$ cat config.mk
export PLATFORM = sky130hd
export DESIGN_NAME = enemy_controller
export DESIGN_NICKNAME = d
export VERILOG_FILES = /design/src/rtl/enemy_controller.sv
export SDC_FILE = /design/constraint.sdc
export NUM_CORES = 1
export LEC_CHECK = 0
export ABC_AREA = 1
export BUFFER_PORTS_ARGS = -buffer_cell sky130_fd_sc_hd__buf_2
export CAP_MARGIN = 10
export CORE_MARGIN = 2
export CORE_UTILIZATION = 50
export DETAILED_ROUTE_END_ITERATION = 8
export MAX_ROUTING_LAYER = met4
export PLACE_DENSITY = 0.68
export SLEW_MARGIN = 20
export SYNTH_ARGS = -nofsm -noshare
export SYNTH_HDL_FRONTEND = slang
export SYNTH_SLANG_ARGS = --single-unit
$ cat constraint.sdc
create_clock -name clk_i -period 4.8 [get_ports clk_i]
set_clock_uncertainty 0.15 [all_clocks]
set_input_delay 0.48 -clock clk_i [delete_from_list [all_inputs] [get_ports clk_i]]
set_output_delay 0.48 -clock clk_i [all_outputs]
set_load 0.05 [all_outputs]
$ cat src/rtl/enemy_controller.sv
// enemy_controller: owns the enemy slot table. A frame tick starts a sweep that moves every
// active enemy down by its speed and retires escapees. A spawn step then places a new enemy
// from an LFSR into the lowest free slot each SPAWN_PERIOD frames. Bullet hits are taken only
// while idle.
//
// Ports:
//   clk_i, rst_i           clock, asynchronous active-high reset
//   enable_i               game running; low freezes movement/spawning (hits still taken)
//   frame_tick_i           one-cycle pulse per frame
//   hit_valid_i/slot_i     bullet hit report; accepted when hit_ready_o is high
//   hit_ready_o            high only in the idle state
//   sel_slot_i             slot presented on the sel_* read port (combinational)
//   active_mask_o          bit i = slot i occupied
//   kill_pulse_o/type_o    registered pulse when an enemy's health reaches 0
//   escape_pulse_o         registered pulse when an enemy passes Y_LIMIT
module enemy_controller #(
   parameter int unsigned N_SLOTS      = 4,
   parameter int unsigned SPAWN_PERIOD = 120,
   parameter int unsigned Y_SPAWN      = 8,
   parameter int unsigned Y_LIMIT      = 472,
   localparam int unsigned SW          = (N_SLOTS > 1) ? $clog2(N_SLOTS) : 1
) (
   input  logic               clk_i,
   input  logic               rst_i,
   input  logic               enable_i,
   input  logic               frame_tick_i,
   input  logic               hit_valid_i,
   input  logic [SW-1:0]      hit_slot_i,
   output logic               hit_ready_o,
   input  logic [SW-1:0]      sel_slot_i,
   output logic               sel_active_o,
   output logic [1:0]         sel_type_o,
   output logic [3:0]         sel_health_o,
   output logic [9:0]         sel_x_o,
   output logic [9:0]         sel_y_o,
   output logic [N_SLOTS-1:0] active_mask_o,
   output logic               kill_pulse_o,
   output logic [1:0]         kill_type_o,
   output logic               escape_pulse_o
);

   localparam int unsigned CW  = $clog2(SPAWN_PERIOD + 1);
   localparam int unsigned SIW = SW + 1;

   typedef enum logic [1:0] {StIdle, StSweep, StSpawn} state_e;

   state_e                   state_q, state_d;
   logic [SW-1:0]            idx_q, idx_d;
   logic                     pending_q, pending_d;
   logic [CW-1:0]            spawn_cnt_q, spawn_cnt_d;
   logic [15:0]              lfsr_q;
   logic [N_SLOTS-1:0]       active_q, active_d;
   logic [N_SLOTS-1:0][1:0]  type_q, type_d;
   logic [N_SLOTS-1:0][3:0]  health_q, health_d;
   logic [N_SLOTS-1:0][9:0]  x_q, x_d;
   logic [N_SLOTS-1:0][9:0]  y_q, y_d;
   logic                     kill_pulse_q, kill_pulse_d;
   logic [1:0]               kill_type_q, kill_type_d;
   logic                     escape_q, escape_d;

   logic [9:0]               y_new;
   logic                     free_found;
   logic [SW-1:0]            free_idx;
   logic [1:0]               spawn_type;
   logic [3:0]               spawn_health;
   logic                     start_sweep;

   function automatic logic [9:0] speed_of(input logic [1:0] t);
      return (t == 2'd0) ? 10'd2 : 10'd1;
   endfunction

   // Lowest-index free slot: scan downwards so the last hit wins.
   always_comb begin
      free_found = 1'b0;
      free_idx   = '0;
      for (int i = int'(N_SLOTS) - 1; i >= 0; i--) begin
         if (!active_q[i]) begin
            free_found = 1'b1;
            free_idx   = SW'(i);
         end
      end
   end

   always_comb begin
      unique case (lfsr_q[1:0])
         2'd1: begin
            spawn_type   = 2'd1;
            spawn_health = 4'd4;
         end
         2'd2: begin
            spawn_type   = 2'd2;
            spawn_health = 4'd2;
         end
         default: begin
            spawn_type   = 2'd0;
            spawn_health = 4'd1;
         end
      endcase
   end

   // A queued tick counts the same as a live one when deciding to start a sweep.
   assign start_sweep = enable_i && (frame_tick_i || pending_q);

   always_comb begin
      state_d      = state_q;
      idx_d        = idx_q;
      pending_d    = pending_q;
      spawn_cnt_d  = spawn_cnt_q;
      active_d     = active_q;
      type_d       = type_q;
      health_d     = health_q;
      x_d          = x_q;
      y_d          = y_q;
      kill_pulse_d = 1'b0;
      kill_type_d  = kill_type_q;
      escape_d     = 1'b0;
      y_new        = y_q[idx_q];

      unique case (state_q)
         StIdle: begin
            if (hit_valid_i && ({1'b0, hit_slot_i} < SIW'(N_SLOTS)) && active_q[hit_slot_i]) begin
               health_d[hit_slot_i] = health_q[hit_slot_i] - 4'd1;
               if (health_q[hit_slot_i] == 4'd1) begin
                  active_d[hit_slot_i] = 1'b0;
                  kill_pulse_d         = 1'b1;
                  kill_type_d          = type_q[hit_slot_i];
               end
            end
            if (start_sweep) begin
               state_d   = StSweep;
               idx_d     = '0;
               pending_d = 1'b0;
            end
         end
         StSweep: begin
            if (active_q[idx_q]) begin
               y_new      = y_q[idx_q] + speed_of(type_q[idx_q]);
               y_d[idx_q] = y_new;
               if (y_new >= 10'(Y_LIMIT)) begin
                  active_d[idx_q] = 1'b0;
                  escape_d        = 1'b1;
               end
            end
            if (frame_tick_i && enable_i) begin
               pending_d = 1'b1;
            end
            if (idx_q == SW'(N_SLOTS - 1)) begin
               state_d = StSpawn;
            end else begin
               idx_d = idx_q + SW'(1);
            end
         end
         StSpawn: begin
            if (spawn_cnt_q <= CW'(1)) begin
               if (free_found) begin
                  active_d[free_idx] = 1'b1;
                  type_d[free_idx]   = spawn_type;
                  health_d[free_idx] = spawn_health;
                  x_d[free_idx]      = 10'd64 + {1'b0, lfsr_q[10:2]};
                  y_d[free_idx]      = 10'(Y_SPAWN);
                  spawn_cnt_d        = CW'(SPAWN_PERIOD);
               end else begin
                  // Table full: park at 0 so the next frame retries.
                  spawn_cnt_d = '0;
               end
            end else begin
               spawn_cnt_d = spawn_cnt_q - CW'(1);
            end
            if (start_sweep) begin
               state_d   = StSweep;
               idx_d     = '0;
               pending_d = 1'b0;
            end else begin
               state_d = StIdle;
            end
         end
         default: state_d = StIdle;
      endcase
   end

   always_ff @(posedge clk_i or posedge rst_i) begin
      if (rst_i) begin
         state_q      <= StIdle;
         idx_q        <= '0;
         pending_q    <= 1'b0;
         spawn_cnt_q  <= CW'(SPAWN_PERIOD);
         lfsr_q       <= 16'hACE1;
         active_q     <= '0;
         type_q       <= '0;
         health_q     <= '0;
         x_q          <= '0;
         y_q          <= '0;
         kill_pulse_q <= 1'b0;
         kill_type_q  <= 2'd0;
         escape_q     <= 1'b0;
      end else begin
         state_q      <= state_d;
         idx_q        <= idx_d;
         pending_q    <= pending_d;
         spawn_cnt_q  <= spawn_cnt_d;
         lfsr_q       <= {lfsr_q[14:0], lfsr_q[15] ^ lfsr_q[13] ^ lfsr_q[12] ^ lfsr_q[10]};
         active_q     <= active_d;
         type_q       <= type_d;
         health_q     <= health_d;
         x_q          <= x_d;
         y_q          <= y_d;
         kill_pulse_q <= kill_pulse_d;
         kill_type_q  <= kill_type_d;
         escape_q     <= escape_d;
      end
   end

   always_comb begin
      sel_active_o = 1'b0;
      sel_type_o   = 2'd0;
      sel_health_o = 4'd0;
      sel_x_o      = 10'd0;
      sel_y_o      = 10'd0;
      if ({1'b0, sel_slot_i} < SIW'(N_SLOTS)) begin
         sel_active_o = active_q[sel_slot_i];
         sel_type_o   = type_q[sel_slot_i];
         sel_health_o = health_q[sel_slot_i];
         sel_x_o      = x_q[sel_slot_i];
         sel_y_o      = y_q[sel_slot_i];
      end
   end

   assign hit_ready_o    = (state_q == StIdle);
   assign active_mask_o  = active_q;
   assign kill_pulse_o   = kill_pulse_q;
   assign kill_type_o    = kill_type_q;
   assign escape_pulse_o = escape_q;

endmodule

* Yosys cells after proc, flatten, opt, wreduce, memory -nomap -nowiden
Index checks and enable logic that the tools add are counted. W data, S select, Z words.
Cells by class: reductions and logical operators 22, $lt $le $gt $ge 9, $add $sub $neg 5, multiplexer cells 87, bitwise gates (word level) 11, eq/ne operators 17
Operators with widths (number):
- $mux W40 | 3
- $bwmux W40 | 2
- $pmux W40 S2 | 1
- $bmux W10 S2 | 3
- $mux W10 | 5
- $mux W16 | 3
- $demux W10 S2 | 2
- $mux W4 | 10
- $and A36 B36 Y36 | 1
- $not A36 Y36 | 1
- $bwmux W16 | 2
- $pmux W16 S2 | 1
- $mux W2 | 13
- $mux W1 | 19
- $bmux W4 S2 | 2
- $demux W4 S2 | 2
- $mux W7 | 2
- $ne A2 B2 Y1 const B | 7
- $bmux W2 S2 | 3
- $lt A2 B3 Y1 const B | 4
- $pmux W4 S3 | 1
- $reduce_and A3 Y1 | 4
- $add A10 B2 Y10 | 1
- $add A7 B9 Y10 const A | 1
- 31 further kinds | 58
Word-level totals: input bits 9, output and inout bits 36, register bits 140

* Depth between registers and ports, before layout
word-level depth 13, depth in mapped cells 19, mapped depth without buffers 18

* Worst setup path after synthesis
OpenSTA, ideal clock, no wires.
path type input port to output port, start point in sel_slot_i[0], end point out sel_health_o[0], setup slack 1777 ps, arrival 2393 ps, path buffers 3, required time 4170 ps, stages on the path 6, cell sequence clkbuf_1 > inv_1 > clkbuf_1 > clkbuf_1 > o21ai_0 > o21ai_0
Between the ends: word-level cells in the longest chain between the ends 2
RTL lines:
- start, declared | line 30 | input logic [SW-1:0] sel_slot_i,
- $bmux W4 S2 | line 222 | sel_health_o = health_q[sel_slot_i];
- $mux W4 (not written as such) | line 222
- end, declared | line 33 | output logic [3:0] sel_health_o,
No other way between the ends. The select of a mux whose other input is x is not followed.

* Worst setup path after layout
start point reg idx_q[0], end point reg active_q[3] (netlist: active_mask_o[3])
Between the ends: word-level cells in the longest chain between the ends 9, elaborated cells between the ends (all ways) 23
RTL lines:
- start, declared | line 48 | logic [SW-1:0] idx_q, idx_d;
- start signal, assigned | line 198 | idx_q <= idx_d;
- branches (longest 9 deep; another with $add A10 B2 Y10)
- end signal, assigned | line 202 | active_q <= active_d;
- end, declared | line 52 | logic [N_SLOTS-1:0] active_q, active_d;
Several ways; the timed one is not identified. The select of a mux whose other input is x is not followed. A chain may end at the register's enable or synchronous reset.

==> qor.yml <==
run_status:
  status: "complete, no violations"
yosys:
  synth_top_cell_by_area: "dfrtp_1"
  yosys_most_used_dff: "dfrtp_1"
  synth-edff-count: 0
  syn-cell-area_sq_mm: 0.00762
  synthCells: 957
  synthMuxAreaShare_pct: 0
  syn_nets: 980
  avgSynthCellArea_sq_um: 7.96
  synth_top_family_by_area: "compound AO/OA/AOI/OAI gates"
  synth_top_area_share_pct: 42.0
  ys_top_cells_by_area: "dfrtp_1 42%, nand2_1 9.2%, o21ai_0 8.1%"
  synthSimpleGateAreaFrac_pct: 19.8
  synthDistinctLibCells: 50
  synth-xor-area-share_pct: 1.26
  synthAdderAreaFrac_pct: 2.40
  ys_ff_latch: 140
  yosysSeqAreaShare_pct: 46.2
  synth_warnings: 0
  synth_compound_area_share_pct: 22.4
  async_reset_ff_share_pct: 100
global_routing:
  grt_max_degree: 108
  grt_pass1_wl_microns: 33700
  grt_use_total_pct: 27.2
  antenna_found_initial: 0
  grt-ovfl-total: 0
  grt_pass1_vias: 6586
clock_tree:
  cts.sinks: 140
  cts_resized: 0
  clkTransAtPathRegs_ns: 0.06
  postCtsSetupBuffers: 0
  numCtsBuffers: 17
  root_buffer: "clkbuf_16"
  h-tree-depth: 4
  postCtsHoldBufs: 0
  cts_tree: "yes"
  insertion_delay_ns: 0.42
  cts_buffer_depth: 2
detailed_routing:
  routed_wl_microns: 20500
  drc: 0
  avgViaCountPerCell: 5.70
  drtPass1Iterations: 6
  drtIter0Drc: 620
  routedWlPerCell_microns: 17.3
  ant_nets: 0
  vias: 6771
layout:
  area.sequential_sq_mm: 0.00352
  fill_cells: 1403
  diodes: 0
  nNetsFinal: 1010
  syn_to_final_growth_pct: 12.3
  drive_gt1_share_pct: 14.8
  multi_input_area_sq_mm: 0.00349
timing:
  finalWorstSetupSlack_ns: 1.32
  max_clock_freq_ghz: 0.287
  drv_slew: 0
  timing.slew.headroom_pct: 27.5
  finalSetupViolCount: 0
  rsz0062_at_grt: "no"
  hold_violations: 0
  post-route-period-util_pct: 72.6
  setup_tns_ns: 0
  tightestPinTransition_ns: 1.09
  fin_crit_ns: 3.48
setup_path:
  reg2reg_depth: 15
  startpoint_type: "flop"
  worstPathArrival_ns: 3.64
  cp_max_fo: 30
  worstSetupPathType: "flop to flop"
  end_kind: "flop"
  critPathRequiredTime_ns: 4.96
hold_path:
  hp-class: "input port to asynchronous set/reset pin"
power:
  swShare_pct: 43.0
  power_density_mw_per_mm2: 588
  p_seq_share_pct: 33.3
  p_leak_nw: 3.94
  pwr-share-comb_pct: 39.6
  p_total_mw: 5.03
  p_int_mw: 2.86
  ir_drop_v: 0.000318
  power.switching_mw: 2.16
  clkPwrFrac_pct: 27.2
placement:
  gp_congestion: 0.988
  place_ws_ns: 1.33
  port-buffer-count: 44
  hpwl_microns: 13700
floorplan:
  die_h_microns: 127
  core_area_sq_mm: 0.0150
  io_pins: 45
  die_area_sq_mm: 0.0162
  fp.dieW_microns: 127
  row_count: 45
  start_util_pct: 50.7
job:
  max_cap_violations: 0
[critical path, cell delays in order (launching register included)]
cell and delay, ns:
dfrtp_1 0.88, inv_2 0.42, o21ai_0 0.26, nand2_1 0.08, ha_1 0.21, fa_1 0.42, nand3_1 0.16, nor2_2 0.08
nand3_1 0.07, nand2_1 0.10, nor2_1 0.14, nand3_2 0.12, nand3_4 0.10, nand2_2 0.08, nand2_1 0.07, nand2_1 0.05
[cells in the mapped netlist, types with 2 or more instances]
cell / number
nand2_1: 186
dfrtp_1: 128
o21ai_0: 123
inv_1: 108
nor2_1: 79
a21oi_1: 43
o22ai_1: 39
nand3_1: 38
o21ai_1: 38
clkbuf_1: 25
ha_1: 13
dfstp_2: 12
inv_2: 12
nor2_2: 12
xor2_1: 9
a22oi_1: 7
buf_2: 7
nand3_2: 7
o211ai_1: 6
a2bb2oi_1: 5
nand2_2: 5
o21ai_2: 5
a221oi_1: 4
nor3_1: 4
o32ai_1: 4
a21oi_2: 3
nor2_4: 3
nor3_2: 3
o21a_1: 3
a21oi_4: 2
a22o_1: 2
buf_4: 2
o311ai_0: 2
xnor2_1: 2
[per-layer routing]
metal	wire length, microns	vias up	track usage [%]
met2	9300	263	41.2
met4	580	0	10.7
met3	1280	51	4.61
met5	0	-	-
li1	-	3269	-
met1	9370	3188	36.8
[sequential cells by signal, indices dropped and copies added (netlist names)]
signal	flops
health_q	16
lfsr_q	16
idx_q	2
active_mask_o	4
escape_pulse_o	1
type_q	8
pending_q	1
spawn_cnt_q	7
y_q	40
kill_type_o	2
x_q	40
kill_pulse_o	1
state_q	2
[logic make-up (layout without fill, tap and decap cells)]
logic type | after synthesis | after routing
xor gates and xnor gates | 11 | 11
and+or+nand+nor | 343 | 343
AOI/OAI and AO/OA | 293 | 293
DFF | 140 | 140
adders and majority gates | 14 | 14
buffers and inverters | 156 | 199
[power by group through the flow]
stage	registers [mW]	logic, mW	clock network, mW
after floorplan	1.63	1.55	0
after global placement	1.68	1.95	0
after detailed placement	1.68	1.96	0
after CTS	1.67	1.98	1.38
after global routing	1.70	2.21	1.43
final	1.67	1.99	1.37
[path summary, 6_finish.rpt]
kind                                 startpoint                      endpoint  slack, ns
setup / recovery           idx_q[0]$_DFFE_PP0P_  active_mask_o[3]$_DFFE_PP0P_       1.32
hold / removal                            rst_i           x_q[27]$_DFFE_PP0P_       0.09
hold reg to reg            lfsr_q[14]$_DFF_PP0_          lfsr_q[15]$_DFF_PP1_       0.20
min in group clk_i         lfsr_q[14]$_DFF_PP0_          lfsr_q[15]$_DFF_PP1_       0.20
max in group asynchronous                 rst_i    spawn_cnt_q[1]$_DFFE_PP0P_       3.44
setup reg to reg           idx_q[0]$_DFFE_PP0P_  active_mask_o[3]$_DFFE_PP0P_       1.32
[metrics by stage]
stage / area (sq um) / utilization, % / hold WS, ns / cells
2_1_floorplan: 7620 / - / 0.183 / 957
3_3_place_gp: 7940 / 52.8 / 0.186 / 1156
3_5_place_dp: 7940 / 52.8 / 0.192 / 1156
4_1_cts: 8550 / 56.9 / 0.162 / 1188
5_1_grt: 8550 / 56.9 / 0.200 / 1188
6_report: 8550 / 56.9 / 0.0888 / 1188
[final cells by class]
| type | count | share of cell area (%) |
|---|---|---|
| clock buffers | 20 | 5.22 |
| clock inverters | 12 | 1.92 |
| inverters | 120 | 5.33 |
| multi-input cells | 661 | 40.8 |
| flip-flops and latches | 140 | 41.1 |
| well taps | 188 | 2.75 |
| repair buffers | 47 | 2.84 |
[placed cells by master (no fill, tap or decap), types with 4 or more instances in the layout]
| cell | synthesis | layout |
|---|---|---|
| nand2_1 | 186 | 186 |
| dfrtp_1 | 128 | 128 |
| o21ai_0 | 123 | 123 |
| inv_1 | 108 | 106 |
| nor2_1 | 79 | 79 |
| buf_2 | 7 | 44 |
| a21oi_1 | 43 | 43 |
| o22ai_1 | 39 | 39 |
| nand3_1 | 38 | 38 |
| o21ai_1 | 38 | 38 |
| clkbuf_16 | 0 | 17 |
| inv_2 | 12 | 13 |
| ha_1 | 13 | 13 |
| nor2_2 | 12 | 12 |
| dfstp_2 | 12 | 12 |
| xor2_1 | 9 | 9 |
| nand3_2 | 7 | 7 |
| a22oi_1 | 7 | 7 |
| o211ai_1 | 6 | 6 |
| nand2_2 | 5 | 5 |
| o21ai_2 | 5 | 5 |
| a2bb2oi_1 | 5 | 5 |
| clkinv_4 | 0 | 5 |
| o32ai_1 | 4 | 4 |
| nor3_1 | 4 | 4 |
| a221oi_1 | 4 | 4 |
No activity file was read; power rests on OpenSTA's default activity.
